[src/rtl/ram_stream_reader.sv]
// Block reader for an altsyncram read port: issues consecutive reads, tracks the
// fixed read latency and returns the words as a valid/ready stream via a credit FIFO.

module ram_stream_reader_chk #(
   parameter int CW         = 3,
   parameter int FIFO_DEPTH = 4
) (
   input logic          clock0,
   input logic          sclr,
   input logic          push,
   input logic [CW-1:0] fifo_cnt
);
   localparam logic [CW-1:0] FULL_CNT = CW'(FIFO_DEPTH);

   a_no_overflow: assert property (@(posedge clock0) disable iff (sclr)
      !(push && (fifo_cnt == FULL_CNT)));
   a_cnt_range: assert property (@(posedge clock0) disable iff (sclr)
      fifo_cnt <= FULL_CNT);
endmodule

module ram_stream_reader #(
   parameter int DATA_WIDTH   = 8,
   parameter int ADDR_WIDTH   = 10,
   parameter int READ_LATENCY = 1,
   parameter int FIFO_DEPTH   = 4
) (
   input  logic                  clock0,
   input  logic                  sclr,
   input  logic                  start,
   input  logic [ADDR_WIDTH-1:0] base_adr,
   input  logic [ADDR_WIDTH:0]   length,
   output logic                  busy,
   output logic                  done,
   output logic [ADDR_WIDTH-1:0] ram_address,
   output logic                  ram_rden,
   input  logic [DATA_WIDTH-1:0] ram_q,
   output logic                  m_valid,
   input  logic                  m_ready,
   output logic [DATA_WIDTH-1:0] m_data,
   output logic                  m_last
);
   localparam int PW  = (FIFO_DEPTH > 1) ? $clog2(FIFO_DEPTH) : 1;
   localparam int CW  = PW + 1;
   localparam int CW1 = CW + 1;
   localparam logic [ADDR_WIDTH-1:0] ADR_ONE  = ADDR_WIDTH'(1'b1);
   localparam logic [ADDR_WIDTH-1:0] ADR_ZERO = ADDR_WIDTH'(1'b0);
   localparam logic [ADDR_WIDTH:0]   LEN_ZERO = {(ADDR_WIDTH+1){1'b0}};
   localparam logic [ADDR_WIDTH:0]   LEN_ONE  = (ADDR_WIDTH+1)'(1'b1);
   localparam logic [CW-1:0]         CNT_ZERO = {CW{1'b0}};
   localparam logic [CW1-1:0]        DEPTH_W  = CW1'(FIFO_DEPTH);
   localparam logic [PW-1:0]         PTR_ONE  = PW'(1'b1);
   localparam logic [PW-1:0]         PTR_ZERO = {PW{1'b0}};

   typedef enum logic [1:0] {
      ST_IDLE  = 2'd0,
      ST_RUN   = 2'd1,
      ST_DRAIN = 2'd2
   } state_t;

   state_t                  state_r, state_nx_s;
   logic [ADDR_WIDTH-1:0]   adr_cnt_r, adr_cnt_nx_s;
   logic [ADDR_WIDTH:0]     remain_r, remain_nx_s;
   logic [ADDR_WIDTH-1:0]   ram_adr_r, issue_adr_s;
   logic                    rden_r, issue_nx_s;
   logic                    last_issue_r, last_nx_s;
   logic                    zero_len_r, zero_nx_s;
   logic                    done_r, done_nx_s;
   logic [READ_LATENCY-1:0] vld_pipe_r, lst_pipe_r;
   logic [CW-1:0]           inflight_r, inflight_nx_s;
   logic [CW-1:0]           fifo_cnt_r, fifo_cnt_nx_s;
   logic [PW-1:0]           wr_ptr_r, rd_ptr_r;
   logic [DATA_WIDTH-1:0]   dat_mem_r [FIFO_DEPTH];
   logic [FIFO_DEPTH-1:0]   lst_mem_r;
   logic                    push_s, pop_s, credit_ok_s;

   // Credit bookkeeping: the issue for the next cycle is decided from next-cycle counts
   always_comb begin
      push_s        = vld_pipe_r[READ_LATENCY-1];
      pop_s         = (fifo_cnt_r != CNT_ZERO) && m_ready;
      inflight_nx_s = inflight_r + CW'(rden_r) - CW'(push_s);
      fifo_cnt_nx_s = fifo_cnt_r + CW'(push_s) - CW'(pop_s);
      credit_ok_s   = ({1'b0, inflight_nx_s} + {1'b0, fifo_cnt_nx_s}) < DEPTH_W;
   end

   // Next-state and next-issue decode
   always_comb begin
      state_nx_s   = state_r;
      issue_nx_s   = 1'b0;
      issue_adr_s  = adr_cnt_r;
      adr_cnt_nx_s = adr_cnt_r;
      remain_nx_s  = remain_r;
      last_nx_s    = 1'b0;
      zero_nx_s    = zero_len_r;
      done_nx_s    = 1'b0;
      case (state_r)
         ST_IDLE: begin
            if (start) begin
               if (length != LEN_ZERO) begin
                  state_nx_s   = ST_RUN;
                  issue_nx_s   = 1'b1;
                  issue_adr_s  = base_adr;
                  adr_cnt_nx_s = base_adr + ADR_ONE;
                  remain_nx_s  = length - LEN_ONE;
                  last_nx_s    = (length == LEN_ONE);
                  zero_nx_s    = 1'b0;
               end else begin
                  state_nx_s  = ST_DRAIN;
                  remain_nx_s = LEN_ZERO;
                  zero_nx_s   = 1'b1;
               end
            end else begin
               state_nx_s = ST_IDLE;
            end
         end
         ST_RUN: begin
            if (rden_r && last_issue_r) begin
               state_nx_s = ST_DRAIN;
            end else begin
               state_nx_s = ST_RUN;
            end
            if ((remain_r != LEN_ZERO) && credit_ok_s) begin
               issue_nx_s   = 1'b1;
               adr_cnt_nx_s = adr_cnt_r + ADR_ONE;
               remain_nx_s  = remain_r - LEN_ONE;
               last_nx_s    = (remain_r == LEN_ONE);
            end else begin
               issue_nx_s = 1'b0;
            end
         end
         ST_DRAIN: begin
            // A zero-length transfer completes one cycle after it was accepted
            if (zero_len_r || (pop_s && m_last)) begin
               state_nx_s = ST_IDLE;
               done_nx_s  = 1'b1;
            end else begin
               state_nx_s = ST_DRAIN;
            end
         end
         default: begin
            state_nx_s = ST_IDLE;
         end
      endcase
   end

   // State register
   always_ff @(posedge clock0) begin
      if (sclr) begin
         state_r <= ST_IDLE;
      end else begin
         state_r <= state_nx_s;
      end
   end

   // Issue registers: address counter, remaining count and the registered RAM request
   always_ff @(posedge clock0) begin
      if (sclr) begin
         adr_cnt_r    <= ADR_ZERO;
         remain_r     <= LEN_ZERO;
         ram_adr_r    <= ADR_ZERO;
         rden_r       <= 1'b0;
         last_issue_r <= 1'b0;
         zero_len_r   <= 1'b0;
         done_r       <= 1'b0;
         inflight_r   <= CNT_ZERO;
      end else begin
         adr_cnt_r    <= adr_cnt_nx_s;
         remain_r     <= remain_nx_s;
         rden_r       <= issue_nx_s;
         last_issue_r <= last_nx_s;
         zero_len_r   <= zero_nx_s;
         done_r       <= done_nx_s;
         inflight_r   <= inflight_nx_s;
         if (issue_nx_s) begin
            ram_adr_r <= issue_adr_s;
         end
      end
   end

   // Latency pipeline: one valid/last tag per issued read, exits as ram_q is valid
   always_ff @(posedge clock0) begin
      if (sclr) begin
         vld_pipe_r <= {READ_LATENCY{1'b0}};
         lst_pipe_r <= {READ_LATENCY{1'b0}};
      end else begin
         vld_pipe_r[0] <= rden_r;
         lst_pipe_r[0] <= rden_r && last_issue_r;
         for (int k = 1; k < READ_LATENCY; k++) begin
            vld_pipe_r[k] <= vld_pipe_r[k-1];
            lst_pipe_r[k] <= lst_pipe_r[k-1];
         end
      end
   end

   // Output FIFO; storage is cleared on reset so the head reads as zero
   always_ff @(posedge clock0) begin
      if (sclr) begin
         wr_ptr_r   <= PTR_ZERO;
         rd_ptr_r   <= PTR_ZERO;
         fifo_cnt_r <= CNT_ZERO;
         lst_mem_r  <= {FIFO_DEPTH{1'b0}};
         for (int i = 0; i < FIFO_DEPTH; i++) begin
            dat_mem_r[i] <= {DATA_WIDTH{1'b0}};
         end
      end else begin
         if (push_s) begin
            dat_mem_r[wr_ptr_r] <= ram_q;
            lst_mem_r[wr_ptr_r] <= lst_pipe_r[READ_LATENCY-1];
            wr_ptr_r            <= wr_ptr_r + PTR_ONE;
         end
         if (pop_s) begin
            rd_ptr_r <= rd_ptr_r + PTR_ONE;
         end
         fifo_cnt_r <= fifo_cnt_nx_s;
      end
   end

   assign busy        = (state_r != ST_IDLE);
   assign done        = done_r;
   assign ram_rden    = rden_r;
   assign ram_address = ram_adr_r;
   assign m_valid     = (fifo_cnt_r != CNT_ZERO);
   assign m_data      = dat_mem_r[rd_ptr_r];
   assign m_last      = lst_mem_r[rd_ptr_r];

   ram_stream_reader_chk #(
      .CW         (CW),
      .FIFO_DEPTH (FIFO_DEPTH)
   ) u_chk (
      .clock0   (clock0),
      .sclr     (sclr),
      .push     (push_s),
      .fifo_cnt (fifo_cnt_r)
   );
endmodule

[config.mk]
export PLATFORM = sky130hd
export DESIGN_NAME = ram_stream_reader
export DESIGN_NICKNAME = d
export VERILOG_FILES = /design/src/rtl/ram_stream_reader.sv
export SDC_FILE = /design/constraint.sdc
export NUM_CORES = 1
export LEC_CHECK = 0
export BUFFER_PORTS_ARGS = -buffer_cell sky130_fd_sc_hd__buf_2
export CAP_MARGIN = 20
export CORE_MARGIN = 2
export CORE_UTILIZATION = 49
export DETAILED_ROUTE_END_ITERATION = 10
export GPL_TIMING_DRIVEN = 1
export PLACE_DENSITY = 0.69
export SLEW_MARGIN = 20
export SYNTH_ARGS = -nofsm -noshare
export SYNTH_HDL_FRONTEND = slang
export SYNTH_SLANG_ARGS = --single-unit
[constraint.sdc]
create_clock -name clock0 -period 3.3 [get_ports clock0]
set_input_delay 0 -clock clock0 [delete_from_list [all_inputs] [get_ports clock0]]
set_output_delay 0 -clock clock0 [all_outputs]
set_load 0.005 [all_outputs]
# Yosys cells after proc, flatten, opt, wreduce, memory -nomap -nowiden
# Memories as Yosys holds them, arrays and structs flattened. A register that Yosys moved wholly into a read port is not among the register bits.
# Index checks and enable logic that the tools add are counted.
dict set report word_totals {
  register_bits 53
  mem_bits_rw 32
  in_bits 33
  out_inout_bits 23
  elab_cells 97
  n_memories 1
}
dict set report classes {
  addsub 11
  magnitude_cmp 4
  eq_ne 7
  muxes 41
  bitwise 1
  n_reduce_logical 17
}
# memory words width read_ports rd_clocked_by_memory_dff write_ports line
set mem_list {}
lappend mem_list {dat_mem_r 4 8 1 1 4 72} ;# logic [DATA_WIDTH-1:0] dat_mem_r [FIFO_DEPTH];
# op n
set ops {}
lappend ops {{two-way mux 10 bit} 6}
lappend ops {{two-way mux 11 bit} 3}
lappend ops {{== test 11 x 1 -> 1 bit, second input constant} 2}
lappend ops {{one-hot mux 11 bit (2 select lines)} 1}
lappend ops {{nonzero test 11 bit} 2}
lappend ops {{subtractor 11 x 1 -> 11 bit, second input constant} 2}
lappend ops {{adder 10 x 1 -> 10 bit, second input constant} 2}
lappend ops {{one-hot mux 10 bit (2 select lines)} 1}
lappend ops {{two-way mux 1 bit} 16}
lappend ops {{two-way mux 2 bit} 7}
lappend ops {{two-way mux 8 bit} 1}
lappend ops {{OR reduction 8 bit} 1}
lappend ops {{adder 3 x 1 -> 3 bit} 2}
lappend ops {{less-than comparator 2 x 3 -> 1 bit, second input constant} 2}
lappend ops {{inequality test 2 bit, second input constant} 3}
lappend ops {{one-hot mux 2 bit (3 select lines)} 1}
lappend ops {{subtractor 3 x 1 -> 3 bit} 2}
lappend ops {{logical AND 1 bit} 5}
lappend ops {{adder 2 x 1 -> 2 bit, second input constant} 2}
lappend ops {{adder 3 x 3 -> 4 bit} 1}
lappend ops {{bitwise mux 4 bit} 1}
lappend ops {{less-than comparator 4 x 3 -> 1 bit, second input constant} 1}
lappend ops {{one-hot mux 1 bit (2 select lines)} 2}
lappend ops {{AND reduction 4 bit} 1}
lappend ops {{13 further kinds} 14}

# Longest topological paths before layout
dict set report logic_depth {
  word_depth 8
  ltp_mapped 17
  depth_no_buf 15
}

# Worst setup path before layout
# Ideal clock, no wire load.
dict set report synth_path {
  path_type {flip-flop to flip-flop}
  start {register fifo_cnt_r[2]}
  end {register adr_cnt_r[9]}
  setup_ns 0.120
  t_arrival_ns 3.379
  required_ns 3.180
  slack_ns -0.199
  path_stages_with_launch 16
  path_buffers 1
  period_less_slack_ns 3.499
  cell_sequence {dfxtp_1 -> or3_1 -> and2_1 -> clkbuf_1 -> ha_1 -> inv_1 -> ha_1 -> fa_1 -> xor2_1 -> xnor2_1 -> ha_1 -> nor3_1 -> nand3_1 -> o21ai_2 -> a21boi_0 -> o31a_1}
}
dict set report synth_between {
  elab_chain_cells 8
  word_cells_on_any_way 9
  cone_classes {add/sub: 3; order compare: 1; eq/ne: 1; reduce/logical: 4}
}
# element line
set synth_rtl {}
lappend synth_rtl {{start, declared} 70} ;# logic [CW-1:0] fifo_cnt_r, fifo_cnt_nx_s;
lappend synth_rtl {{start signal, assigned} 213} ;# fifo_cnt_r <= fifo_cnt_nx_s;
lappend synth_rtl {{nonzero test 3 bit} -}
lappend synth_rtl {{net m_valid} 37} ;# output logic m_valid,
lappend synth_rtl {{logical AND 1 bit} 79} ;# pop_s = (fifo_cnt_r != CNT_ZERO) && m_ready;
lappend synth_rtl {{net pop_s} 74} ;# logic push_s, pop_s, credit_ok_s;
lappend synth_rtl {{subtractor 3 x 1 -> 3 bit} 81} ;# fifo_cnt_nx_s = fifo_cnt_r + CW'(push_s) - CW'(pop_s);
lappend synth_rtl {{net fifo_cnt_nx_s[2]} 70}
lappend synth_rtl {{adder 3 x 3 -> 4 bit} 82} ;# credit_ok_s = ({1'b0, inflight_nx_s} + {1'b0, fifo_cnt_nx_s}) < DEPTH_W;
lappend synth_rtl {{less-than comparator 4 x 3 -> 1 bit} 82}
lappend synth_rtl {{logical AND 1 bit} 121} ;# if ((remain_r != LEN_ZERO) && credit_ok_s) begin
lappend synth_rtl {{inequality test 2 bit (no source line)} -}
lappend synth_rtl {{AND reduction 4 bit (no source line)} -}
lappend synth_rtl {{end signal, assigned} 166} ;# adr_cnt_r <= adr_cnt_nx_s;
lappend synth_rtl {{end, declared} 61} ;# logic [ADDR_WIDTH-1:0] adr_cnt_r, adr_cnt_nx_s;
# The timed path passes the listed nets, and every way through them passes these cells.
# A chain may end at the register's enable or synchronous reset.

# Worst setup path after layout
dict set report layout_path {
  start {register fifo_cnt_r[0]}
  end {register remain_r[6]}
}
dict set report layout_between {
  elab_chain_cells 8
  word_cells_on_any_way 9
  cone_classes {add/sub: 3; order compare: 1; eq/ne: 1; reduce/logical: 4}
}
# element line
set layout_rtl {}
lappend layout_rtl {{branches (longest 2 deep; another with adder 3 x 1 -> 3 bit)} -}
lappend layout_rtl {{subtractor 3 x 1 -> 3 bit (*)} 81}
lappend layout_rtl {{net fifo_cnt_nx_s[2]} 70}
lappend layout_rtl {{adder 3 x 3 -> 4 bit (*)} 82}
lappend layout_rtl {{less-than comparator 4 x 3 -> 1 bit (*)} 82}
lappend layout_rtl {{logical AND 1 bit (*)} 121}
lappend layout_rtl {{inequality test 2 bit (no source line) (*)} -}
lappend layout_rtl {{AND reduction 3 bit (no source line) (*)} -}
lappend layout_rtl {{end signal, assigned} 167} ;# remain_r <= remain_nx_s;
lappend layout_rtl {{end, declared} 62} ;# logic [ADDR_WIDTH:0] remain_r, remain_nx_s;
# Mark *: on every way through the listed nets, which the timed path passes.

==> impl_metrics.py <==
metrics = {
    "final_layout": {
        "layout-drive-gt1-share_pct": 27.4,
        "nFillCells": 794,
        "layout.nets": 637,
        "area_growth_pct": 23.8,
        "antenna_cells": 0,
        "seqCellArea_mm2": 0.00206,
        "instances_no_fill": 721,
        "multi_input_area_mm2": 0.00263,
        "fin_area_mm2": 0.00584,
    },
    "setup_path": {
        "cp_top_family": "simple AND/OR/NAND/NOR gates",
        "cp_slowest_cell": "or3_4",
        "max_stage_delay_ns": 0.37,
        "crit_path_end_kind": "flop",
        "cp_max_fo": 6,
        "worstSetupStartpointType": "flop",
        "path_class": "reg -> reg",
        "crit_chain": "or3_4 > and2_4 > ha_4 > inv_4 > ha_4 > fa_2 > xor2_2 > xnor2_2 > ha_1 > nor3_2 > nand3_2 > buf_6 > nor2_4 > nor2_4 > o21ai_0 > a21oi_2",
        "critPathRequiredTime_ns": 3.51,
        "crit_arrival_ns": 3.70,
        "path_buf_inv": 2,
    },
    "placement": {
        "io_buffers": 55,
        "placed_cell_area_mm2": 0.00525,
        "dp_hpwl_um": 7660,
        "routabilityCongestion": 0.816,
        "placed_cells_incl_taps": 682,
    },
    "grt": {
        "grt_first_pass_wirelength_um": 18800,
        "grt_antenna_before_repair": 0,
        "grtUsageTotal_pct": 22.8,
        "grt_max_degree": 52,
        "overflow": 0,
        "grt_pass1_vias": 3876,
    },
    "hold_path": {
        "hp-class": "in -> reg",
    },
    "timing": {
        "rsz0062_at_grt": "yes",
        "period_minus_slack_ns": 3.49,
        "timing.final.crit_share_pct": 106,
        "fin_skew_ns": 0.0110,
        "setup_violations": 30,
        "clock.fmax_ghz": 0.286,
        "whs_ns": 0.0226,
        "timing.final.hold_violations": 0,
        "slew_headroom_pct": 50.1,
        "finalWorstSetupSlack_ns": -0.193,
        "drv_slew": 0,
        "worst_pin_slew_ns": 0.747,
    },
    "synth": {
        "synth.most_common_cell": "dfxtp_1",
        "avgSynthCellArea_um2": 9.41,
        "synthesis.area_mm2": 0.00472,
        "synthFlopType": "dfxtp_1",
        "yosysUniqueCellTypes": 66,
        "syn_inst": 501,
        "synth_edf_count": 32,
        "yosys-top-cells-count": "dfxtp_1 (55), nand2_1 (47), nor2_1 (43)",
        "syn_nets": 551,
        "synth_area_leaders": "dfxtp_1 (23%), edfxtp_1 (20%), mux4_2 (4.3%)",
        "yosysTopAreaCellShare_pct": 23.3,
        "ys_async_sr_fraction_pct": 0,
        "ys_seq_elements": 87,
        "synth_top_area_cell": "dfxtp_1",
        "yosysWarnings": 0,
        "ys_seq_area_share_pct": 43.7,
    },
    "floorplan": {
        "fp.dieH_um": 102,
        "rows": 35,
        "coreArea_mm2": 0.00928,
        "initial_core_util_pct": 50.8,
        "die_x_um": 102,
        "pin_count": 56,
        "die-area_mm2": 0.0104,
    },
    "power_and_ir_drop": {
        "peakVddDrop_mv": 0.327,
        "power_uw": 4150,
        "p_leak_uw": 0.00237,
        "powerDensity_mw_per_mm2": 711,
    },
    "cts": {
        "clk_latency_ns": 0.35,
        "clockBufferDepth": 2,
        "path_clk_slew_ns": 0.10,
        "cts_sinks": 87,
        "cts_tree": "done",
        "root_buffer": "clkbuf_8",
        "cts_max_level": 3,
        "cts_made_buffers": 9,
    },
    "detailed_routing": {
        "drt_iter0_markers": 200,
        "first_pass_iters": 4,
        "vias": 4019,
        "drc": 0,
        "wl_per_cell_um": 15.9,
        "postRouteAntennaNets": 0,
        "routed_wl_um": 11400,
        "vias_per_cell": 5.57,
    },
    "run_status": {
        "violations": "negative setup slack",
        "status": "finished, violations left",
    },
    "job": {
        "drv_cap": 0,
    },
}
## flip-flops by register name (all words and copies together), names as in the netlist, 2 cells and up, named ones only
signal       cells
state_r          2
remain_r        11
rd_ptr_r         2
dat_mem_r       32
wr_ptr_r         2
inflight_r       3
adr_cnt_r       10
fifo_cnt_r       3
ram_address     10
lst_mem_r        4
## layer usage
metal	global-route usage [%]	part of all wire (%)	vias to the layer above
met1	31.6	47	1932
li1	-	-	1992
met3	3.97	3.7	8
met5	0	0	-
met2	37.6	49	87
met4	4.82	0.74	0
## worst min-delay path, cell delays in order
cell and delay, ns:
buf_2 0.11, o22ai_1 0.16, nor3_1 0.06
## cells in the final DEF, fill, tap and decap left out, drive strengths merged, types with 3 or more instances in the layout
master,Yosys,final
nor3,19,19
nor3b,4,4
dlygate4sd3,0,14
o2111ai,5,5
ha,15,15
o22ai,11,11
buf,12,86
xnor2,7,7
clkbuf,14,9
nor2,45,46
o21ai,29,29
and2,28,28
nor2b,4,4
mux4,9,9
a21oi,33,33
nor4b,3,3
xor2,4,4
or2,4,4
nand3,17,17
nor4,4,4
inv,23,27
and3,16,16
edfxtp,32,32
or3,4,4
o31ai,3,3
a211oi,4,4
mux2i,10,10
dfxtp,55,55
a22oi,3,3
nand2,47,47
a31oi,7,7
## worst paths after layout
| kind | from | to | slack, ns | depth (start not counted) |
|---|---|---|---|---|
| worst max-delay path | fifo_cnt_r[0]$_SDFF_PP0_ | remain_r[6]$_SDFFE_PP0P_ | -0.19 | 16 |
| worst min-delay path | base_adr[1] | ram_address[1]$_SDFFE_PP0P_ | 0.02 | 3 |
| worst max register to register | fifo_cnt_r[0]$_SDFF_PP0_ | remain_r[6]$_SDFFE_PP0P_ | -0.19 | 16 |
| worst min register to register | lst_mem_r[1]$_SDFFE_PP0P_ | lst_mem_r[1]$_SDFFE_PP0P_ | 0.46 | 2 |
## timing repair
item                                    4_1_cts  5_1_grt
gates cloned                                  0        1
hold buffers                                 14        0
buffers inserted                              3        7
resized for setup                            16       25
hold endpoints to repair                     37        0
pin swaps                                    11       13
endpoints found under the setup margin       31       32
## through the flow
step	TNS, ns	setup WS, ns	utilization, %
2_1_floorplan	-0.209	-0.0641	-
3_3_place_gp	-0.372	-0.0616	56.6
3_5_place_dp	-1.71	-0.143	56.6
4_1_cts	-1.84	-0.152	61.3
5_1_grt	-8.67	-0.383	62.9
6_report	-2.90	-0.193	62.9
## where the power goes
| part | internal, uW | total, uW | switching (uW) |
|---|---|---|---|
| Clock | 370 | 786 | 416 |
| Sequential | 1300 | 1470 | 173 |
| Combinational | 955 | 1890 | 937 |
## kinds of logic (layout without fill, tap and decap cells)
group	Yosys count	after routing	share of synthesized area (%)
adders and majority gates	17	17	4.83
DFF	87	87	43.7
xor gates and xnor gates	11	11	2.04
muxes	20	20	6.92
and+or+nand+nor	204	205	22.8
buffers and inverters	49	139	4.54
AOI/OAI and AO/OA	113	113	15.1
## cell type report
| class | count | area share (%) |
|---|---|---|
| Clock inverter | 7 | 1.52 |
| Sequential cell | 87 | 35.3 |
| Timing Repair Buffer | 100 | 11.8 |
| Multi-Input combinational cell | 366 | 45.0 |
| Clock buffer | 9 | 2.12 |
| Inverter | 23 | 1.52 |
| Tap cell | 129 | 2.76 |
Note: power is estimated with default switching activity, not from simulation.
